File: src/rtl/serial_pkg.sv
// Shared definitions for the bit-serial add/sub datapath: operation
// encodings, framer states and the bit-counter width helper.
package serial_pkg;

    localparam logic [1:0] MODE_ADD  = 2'b00;
    localparam logic [1:0] MODE_SUB  = 2'b01;
    localparam logic [1:0] MODE_NEG  = 2'b10;
    localparam logic [1:0] MODE_PASS = 2'b11;

    typedef enum logic {
        ST_IDLE   = 1'b0,
        ST_ACTIVE = 1'b1
    } state_t;

    // Bit-position counter width; never narrower than one bit.
    function automatic int cnt_width(input int w);
        return (w > 2) ? $clog2(w) : 1;
    endfunction

endpackage

File: src/rtl/serial_fa_slice.sv
// One channel of the serial unit: operand mapping, full adder, carry
// register and the per-bit overflow term (carry-in ^ carry-out).
module serial_fa_slice
    import serial_pkg::*;
(
    input  logic       clk,
    input  logic       reset,
    input  logic       en,
    input  logic       start,
    input  logic       busy,
    input  logic [1:0] mode_eff,
    input  logic       a,
    input  logic       b,
    output logic       z,
    output logic       ovf_term
);

    logic c;
    logic p, q, cin, ci, sum, co, bit_active;

    always_comb begin
        p   = a;
        q   = 1'b0;
        cin = 1'b0;
        case (mode_eff)
            MODE_ADD:  begin p = a;    q = b;  cin = 1'b0; end
            MODE_SUB:  begin p = a;    q = ~b; cin = 1'b1; end
            MODE_NEG:  begin p = 1'b0; q = ~a; cin = 1'b1; end
            MODE_PASS: begin p = a;    q = 1'b0; cin = 1'b0; end
            default:   begin p = a;    q = 1'b0; cin = 1'b0; end
        endcase
    end

    // A start bit seeds the carry from the new mode instead of the register.
    assign ci         = start ? cin : c;
    assign sum        = p ^ q ^ ci;
    assign co         = (p & q) | (p & ci) | (q & ci);
    assign bit_active = en & (busy | start);
    assign z          = bit_active ? sum : 1'b0;
    assign ovf_term   = ci ^ co;

    always_ff @(posedge clk) begin
        if (!reset) begin
            c <= 1'b0;
        end else if (bit_active) begin
            c <= co;
        end
    end

endmodule

File: src/rtl/serial_addsub_n.sv
// N-channel LSB-first serial add/sub/neg/pass unit with a shared word
// framer; reports per-channel signed overflow with a done pulse per word.
module serial_addsub_n
    import serial_pkg::*;
#(
    parameter int W = 8,
    parameter int N = 1
) (
    input  logic         clk,
    input  logic         reset,
    input  logic         en,
    input  logic         start,
    input  logic [1:0]   mode,
    input  logic [N-1:0] a,
    input  logic [N-1:0] b,
    output logic [N-1:0] z,
    output logic         last,
    output logic         done,
    output logic [N-1:0] ovf,
    output logic         busy
);

    localparam int CW = cnt_width(W);
    localparam logic [CW-1:0] CNT_LAST = CW'(W - 1);

    state_t          state, state_n;
    logic [CW-1:0]   cnt, cnt_n;
    logic [1:0]      mode_r, mode_n;
    logic [1:0]      mode_eff;
    logic [N-1:0]    ovf_terms;

    assign busy     = (state == ST_ACTIVE);
    assign mode_eff = start ? mode : mode_r;
    // A start on the MSB slot restarts rather than completes the word.
    assign last     = en & busy & ~start & (cnt == CNT_LAST);

    always_comb begin
        state_n = state;
        cnt_n   = cnt;
        mode_n  = mode_r;
        if (en) begin
            if (start) begin
                state_n = ST_ACTIVE;
                cnt_n   = CW'(1);
                mode_n  = mode;
            end else if (state == ST_ACTIVE) begin
                if (cnt == CNT_LAST) begin
                    state_n = ST_IDLE;
                    cnt_n   = '0;
                end else begin
                    cnt_n = cnt + CW'(1);
                end
            end
        end
    end

    always_ff @(posedge clk) begin
        if (!reset) begin
            state  <= ST_IDLE;
            cnt    <= '0;
            mode_r <= MODE_ADD;
            done   <= 1'b0;
            ovf    <= '0;
        end else begin
            state  <= state_n;
            cnt    <= cnt_n;
            mode_r <= mode_n;
            done   <= last;
            if (last) begin
                ovf <= ovf_terms;
            end
        end
    end

    for (genvar i = 0; i < N; i++) begin : g_ch
        serial_fa_slice u_slice (
            .clk      (clk),
            .reset    (reset),
            .en       (en),
            .start    (start),
            .busy     (busy),
            .mode_eff (mode_eff),
            .a        (a[i]),
            .b        (b[i]),
            .z        (z[i]),
            .ovf_term (ovf_terms[i])
        );
    end

endmodule
File: config.mk
export PLATFORM = sky130hd
export DESIGN_NAME = serial_addsub_n
export DESIGN_NICKNAME = d
export VERILOG_FILES = /design/src/rtl/serial_pkg.sv /design/src/rtl/serial_fa_slice.sv /design/src/rtl/serial_addsub_n.sv
export SDC_FILE = /design/constraint.sdc
export NUM_CORES = 1
export LEC_CHECK = 0
export BUFFER_PORTS_ARGS = -buffer_cell sky130_fd_sc_hd__buf_2
export CAP_MARGIN = 20
export CELL_PAD_IN_SITES_DETAIL_PLACEMENT = 1
export CELL_PAD_IN_SITES_GLOBAL_PLACEMENT = 1
export CORE_MARGIN = 1.5
export CORE_UTILIZATION = 33
export CTS_CLUSTER_SIZE = 14
export DETAILED_ROUTE_END_ITERATION = 16
export PLACE_DENSITY_LB_ADDON = 0.1
export SLEW_MARGIN = 30
export SYNTH_ARGS = -nofsm -noshare
export SYNTH_HDL_FRONTEND = slang
export SYNTH_SLANG_ARGS = --single-unit
File: constraint.sdc
create_clock -name clk -period 2.2 [get_ports clk]
set_clock_uncertainty 0.2 [all_clocks]
set_input_delay 0.11 -clock clk [delete_from_list [all_inputs] [get_ports clk]]
set_output_delay 0.11 -clock clk [all_outputs]
set_load 0.05 [all_outputs]
; Yosys cells after proc, flatten, opt, wreduce, memory -nomap -nowiden
; Index checks and enable logic that the tools add are counted.
; W data, S select, Z words.
[totals]
regBits = 9
wordCells = 45
[classes]
bitwise_logic = 16
reduce_logical = 6
addsub = 1
n_eq_ne = 4
muxes = 12
[op_table]
columns = cell, n
row1 = $mux W3, 3
row2 = $and A1 B1 Y1, 7
row3 = $mux W1, 5
row4 = $eq A2 B2 Y1 const B, 2
row5 = $pmux W1 S2, 2
row6 = $pmux W1 S4, 1
row7 = $reduce_or A2 Y1, 2
row8 = $add A3 B1 Y3 const B, 1
row9 = $eq A3 B3 Y1 const B, 1
row10 = $not A1 Y1, 3
row11 = $or A1 B1 Y1, 3
row12 = $reduce_or A3 Y1, 1
row13 = $xor A1 B1 Y1, 3
row14 = $eq A2 B1 Y1 const B, 1
row15 = $logic_not A2 Y1, 1
row16 = $mux W2, 1
row17 = $reduce_and A2 Y1, 1
row18 = $reduce_bool A2 Y1, 1

; Depth between registers and ports, before layout
[depth]
word_depth = 9
ltp_mapped = 10

; Modules after synthesis
; From an unflattened synthesis, not the netlist that was laid out.
[unflattened]
cells_unflattened = 62
area_unflattened_um2 = 588.1
[by_module_without_submodules]
columns = mod, seq_area_each_um2, instances, cells_each, area_each_um2
row1 = serial_addsub_n, 160.2, 1, 41, 402.9
row2 = serial_fa_slice, 20.0, 1, 21, 185.2

; Worst setup path before layout
; OpenSTA, ideal clock, no wires.
[synth_timing]
path_kind = flip-flop to output port
startpoint = reg mode_r[0]
endpoint = out z
path_stages_with_launch = 9
required_ns = 1.890
arrival_ns = 2.323
path_slack_ns = -0.433
n_path_buf = 0
path_cell_list = dfxtp_1 > mux2i_1 > inv_1 > ha_1 > a221oi_1 > a21oi_1 > fa_1 > inv_1 > nor2_1
[synth_via]
elab_chain_cells = 7
elab_cells_between_ends = 15
classes_between = eq/ne (3) / mux (6) / bitwise (2) / reduce/logical (4)
[synth_rtl]
columns = element, line_no
row1 = from (decl), serial_addsub_n.sv:28  ; logic [1:0] mode_r, mode_n;
row2 = from (signal assigned), serial_addsub_n.sv:67  ; mode_r <= mode_n;
row3 = $mux W2 (*), n/a
row4 = via g_ch[0].u_slice.mode_eff[0], serial_fa_slice.sv:11  ; input logic [1:0] mode_eff,
row5 = $eq A2 B1 Y1 (tied with other cells), serial_fa_slice.sv:25  ; case (mode_eff)
row6 = $reduce_or A3 Y1 (no line) or $reduce_or A2 Y1 (tied branches), n/a
row7 = $pmux W1 S2, serial_fa_slice.sv:25
row8 = $xor A1 B1 Y1 or $mux W1 (tied branches), "serial_fa_slice.sv:36, serial_fa_slice.sv:35"
row9 = $xor A1 B1 Y1 (*), serial_fa_slice.sv:36  ; assign sum = p ^ q ^ ci;
row10 = $mux W1 (*), serial_fa_slice.sv:39  ; assign z = bit_active ? sum : 1'b0;
row11 = to (decl), serial_addsub_n.sv:16  ; output logic [N-1:0] z,
; The timed path passes the listed nets; every way through them passes the cells marked *.

; Worst setup path in the final report
; Same ends and word-level chain as after synthesis.

==> flow_summary.toml <==
[status]
run_status = "finished, violations left"
violations = "setup timing"

[setup_path]
timing_worst_setup_path_type = "reg2out"
worstPathMaxFanout = 3
crit_required_ns = 1.89
cp_data_arrival_time_ns = 2.11
cp-end-kind = "output pin"
startpoint_type = "register"

[clock_tree]
cts_buffers = 3
clkSlewWorstSetupHoldPaths_ns = 0.06
clk_path_buf_depth = 2
htree_levels = 1
cts.root.buffer_cell = "clkbuf_4"
cts.sink_count = 9
tritoncts = "built"
post-cts-setup-buffer-count = 0
clock_insertion_delay_at_the_later_pin_of_the_skew_report_ns = 0.26

[placement]
place.detailed.instances = 90
place.detailed.hpwl_um = 883
port-buffer-count = 12
finalWeightedCongestion = 0.664

[final_layout]
area_growth_syn_to_layout_pct = 47.5
stdcell_count = 101
n_fill_cell = 190
layout.nets = 101
finalCoreUtilization_pct = 53.0
insertedDiodeCount = 0
drive_above_1_share_pct = 41.2

[global_routing]
global_route.usage.met1_pct = 18.9
antenna_found_initial = 0
grt_pass1_wl_um = 2130
grt_remaining_overflow = 0
grt_util_met2_pct = 26.2
grt.met3_usage_pct = 2.50
top_usage_layer = "met2"
grt_pass1_vias = 485
largest_net_degree_at_the_start_of_global_routing = 11
grt_usage_pct = 15.7

[drt]
drtPass1Iterations = 4
detail_route.wirelength_um = 1280
dr_total_vias = 497
via_per_inst = 4.92
antenna_left = 0
drt_iter0_markers = 3
remaining_drc_errors = 0
wire_per_inst_um = 12.7

[floorplanning]
die_w_um = 43.8
floorplan.io_pins = 13
area_of_the_core_region_mm2 = 0.00152
initial_core_util_pct = 36.0
placement_rows = 14
dieArea_mm2 = 0.00191
fp.dieH_um = 43.8

[synth]
syn_inst = 60
synthesized_area_um2 = 548
number_of_unique_standard_cell_types_used_by_synthesis = 24
ys_seq_area_share_pct = 32.9
fraction_of_post_synthesis_cell_area_in_the_top_cell_type_by_area_pct = 32.9
syn-mean-instance-area_um2 = 9.13
synth.ff_latch_count = 9
synth.largest_area_cell = "dfxtp_1"
synthTopCellsByArea = "dfxtp_1 33%, ha_1 14%, mux2i_1 5.5%, nand2_1 5.5%, a21boi_0 4.1%"
synth_fp_nets = 75
ys_warn_count = 0

[power_and_ir_drop]
static-leakage-power_nw = 0.386
vdd_drop_max_mv = 0.281
p_per_area_mw_per_mm2 = 539

[sta]
count_of_final_max_slew_check_failures = 0
finalHoldViolCount = 0
rsz_0062_raised_after_global_routing = "true"
timing.final.setup_violations = 1
max_slew.worst_pin.slew_ns = 0.283
period_needed_ns = 2.42
post-route-period-util_pct = 110
timing.final.ws_setup_ns = -0.222
timing.fmax_ghz = 0.413
relSlewSlack_pct = 81.1

[hold_path]
hold_path.class = "in2reg"

[run]
cap_viol_max_count = 0
==> power by group <==
part / switching [mW] / internal [mW] / total (mW) / leakage (nW)
Sequential: 0.00703 / 0.169 / 0.176 / 0.0742
Clock: 0.0625 / 0.0702 / 0.133 / 0.0150
Combinational: 0.0645 / 0.0618 / 0.126 / 0.297
Total: 0.134 / 0.301 / 0.435 / 0.386
==> path summary, 6_finish.rpt <==
check	start	endpoint	slack, ns	cells after the start
setup / recovery	mode_r[0]	z	-0.22	9
hold / removal	start	cnt[0]	0.21	4
setup reg to reg	mode_r[0]	ovf	0.04	9
hold reg to reg	mode_r[0]	mode_r[0]	0.28	2
==> layer usage <==
layer | share of wire (%) | wire (um)
met5 | 0 | 0
met4 | 1.8 | 23
met3 | 3.4 | 43
met2 | 49 | 631
met1 | 46 | 583
==> synthesized netlist by cell type <==
cell / number
xnor2_1: 1
buf_2: 1
o21ai_2: 1
nor2b_1: 3
mux2_2: 1
and3b_2: 1
a221oi_1: 1
and4b_2: 1
o21ai_0: 1
nand3_1: 3
inv_1: 5
ha_1: 6
and2_2: 1
nand2_1: 8
buf_6: 1
a22oi_1: 2
nor2_1: 3
a21boi_0: 3
o211a_1: 1
mux2i_1: 3
fa_1: 1
dfxtp_1: 9
a21oi_1: 2
clkbuf_1: 1
==> what timing repair did <==
action                                  in CTS  in global routing
hold buffers                                 7                  0
pin swaps                                    2                  0
endpoints found under the setup margin       2                  3
resized for setup                           10                  4
endpoints found under the hold margin        9                  0
==> metrics by stage <==
stage	TNS [ns]	power (mW)	cell area, um2	worst slack, ns	hold slack (ns)
3_5_place_dp	-0.299	0.281	666	-0.167	0.212
5_1_grt	-0.416	0.463	808	-0.346	0.252
2_1_floorplan	0	0.250	568	0.0157	0.0795
3_3_place_gp	-0.157	0.276	666	-0.0936	0.215
4_1_cts	-0.229	0.439	798	-0.229	0.196
6_report	-0.222	0.435	808	-0.222	0.207
==> worst max-delay path, cell delays in order, from the launching register on <==
cell and delay, ns:
dfxtp_2 0.33, mux2i_4 0.18, inv_1 0.07, ha_2 0.19, a221oi_2 0.23, a21oi_1 0.08, fa_1 0.50, inv_2 0.05
nor2_4 0.07, buf_6 0.15
==> logic make-up (layout without fill, tap and decap cells) <==
kind of cell	Yosys count	in the layout	synth area share (%)
buffers and inverters	8	33	7.08
and+or+nand+nor	20	20	18.9
DFF	9	9	32.9
xor gates and xnor gates	1	1	1.60
muxes	4	4	7.53
AOI/OAI and AO/OA	11	11	14.6
adders and majority gates	7	7	17.4
==> cell type report <==
type / count / area, um2 / share of cell area, %
inverter: 5 / 18.8 / 2.32
sequential: 9 / 183 / 22.6
tap: 16 / 20.0 / 2.48
timing repair buffer: 24 / 176 / 21.8
clock buffer: 4 / 26.3 / 3.25
multi-input combinational: 43 / 384 / 47.5
==> registers in the layout, summed over array words and instances (netlist names) <==
signal and count:
mode_r 2, done 1, ovf 1, g_ch.u_slice.c 1, cnt 3, busy 1
==> layout by cell type (no fill, tap or decap) <==
cell type	netlist	layout
inv_2	0	1
a221oi_2	0	1
and2_2	1	1
and3b_2	1	1
ha_1	6	4
nand3_1	3	3
nor2b_1	3	3
nor2_1	3	2
xnor2_2	0	1
and4b_2	1	1
a21boi_0	3	2
a21boi_1	0	1
fa_1	1	1
mux2i_4	0	2
o21ai_2	1	1
inv_1	5	4
clkbuf_4	0	3
mux2_4	0	1
clkbuf_1	1	1
nand2_1	8	8
buf_2	1	10
ha_2	0	2
dlygate4sd3_1	0	7
dfxtp_2	0	2
a21oi_1	2	2
dfxtp_1	9	7
o211a_1	1	1
o21ai_0	1	1
a22oi_1	2	2
nor2_4	0	1
mux2i_1	3	1
buf_6	1	1
buf_4	0	6
(Power assumes the default switching activity.)
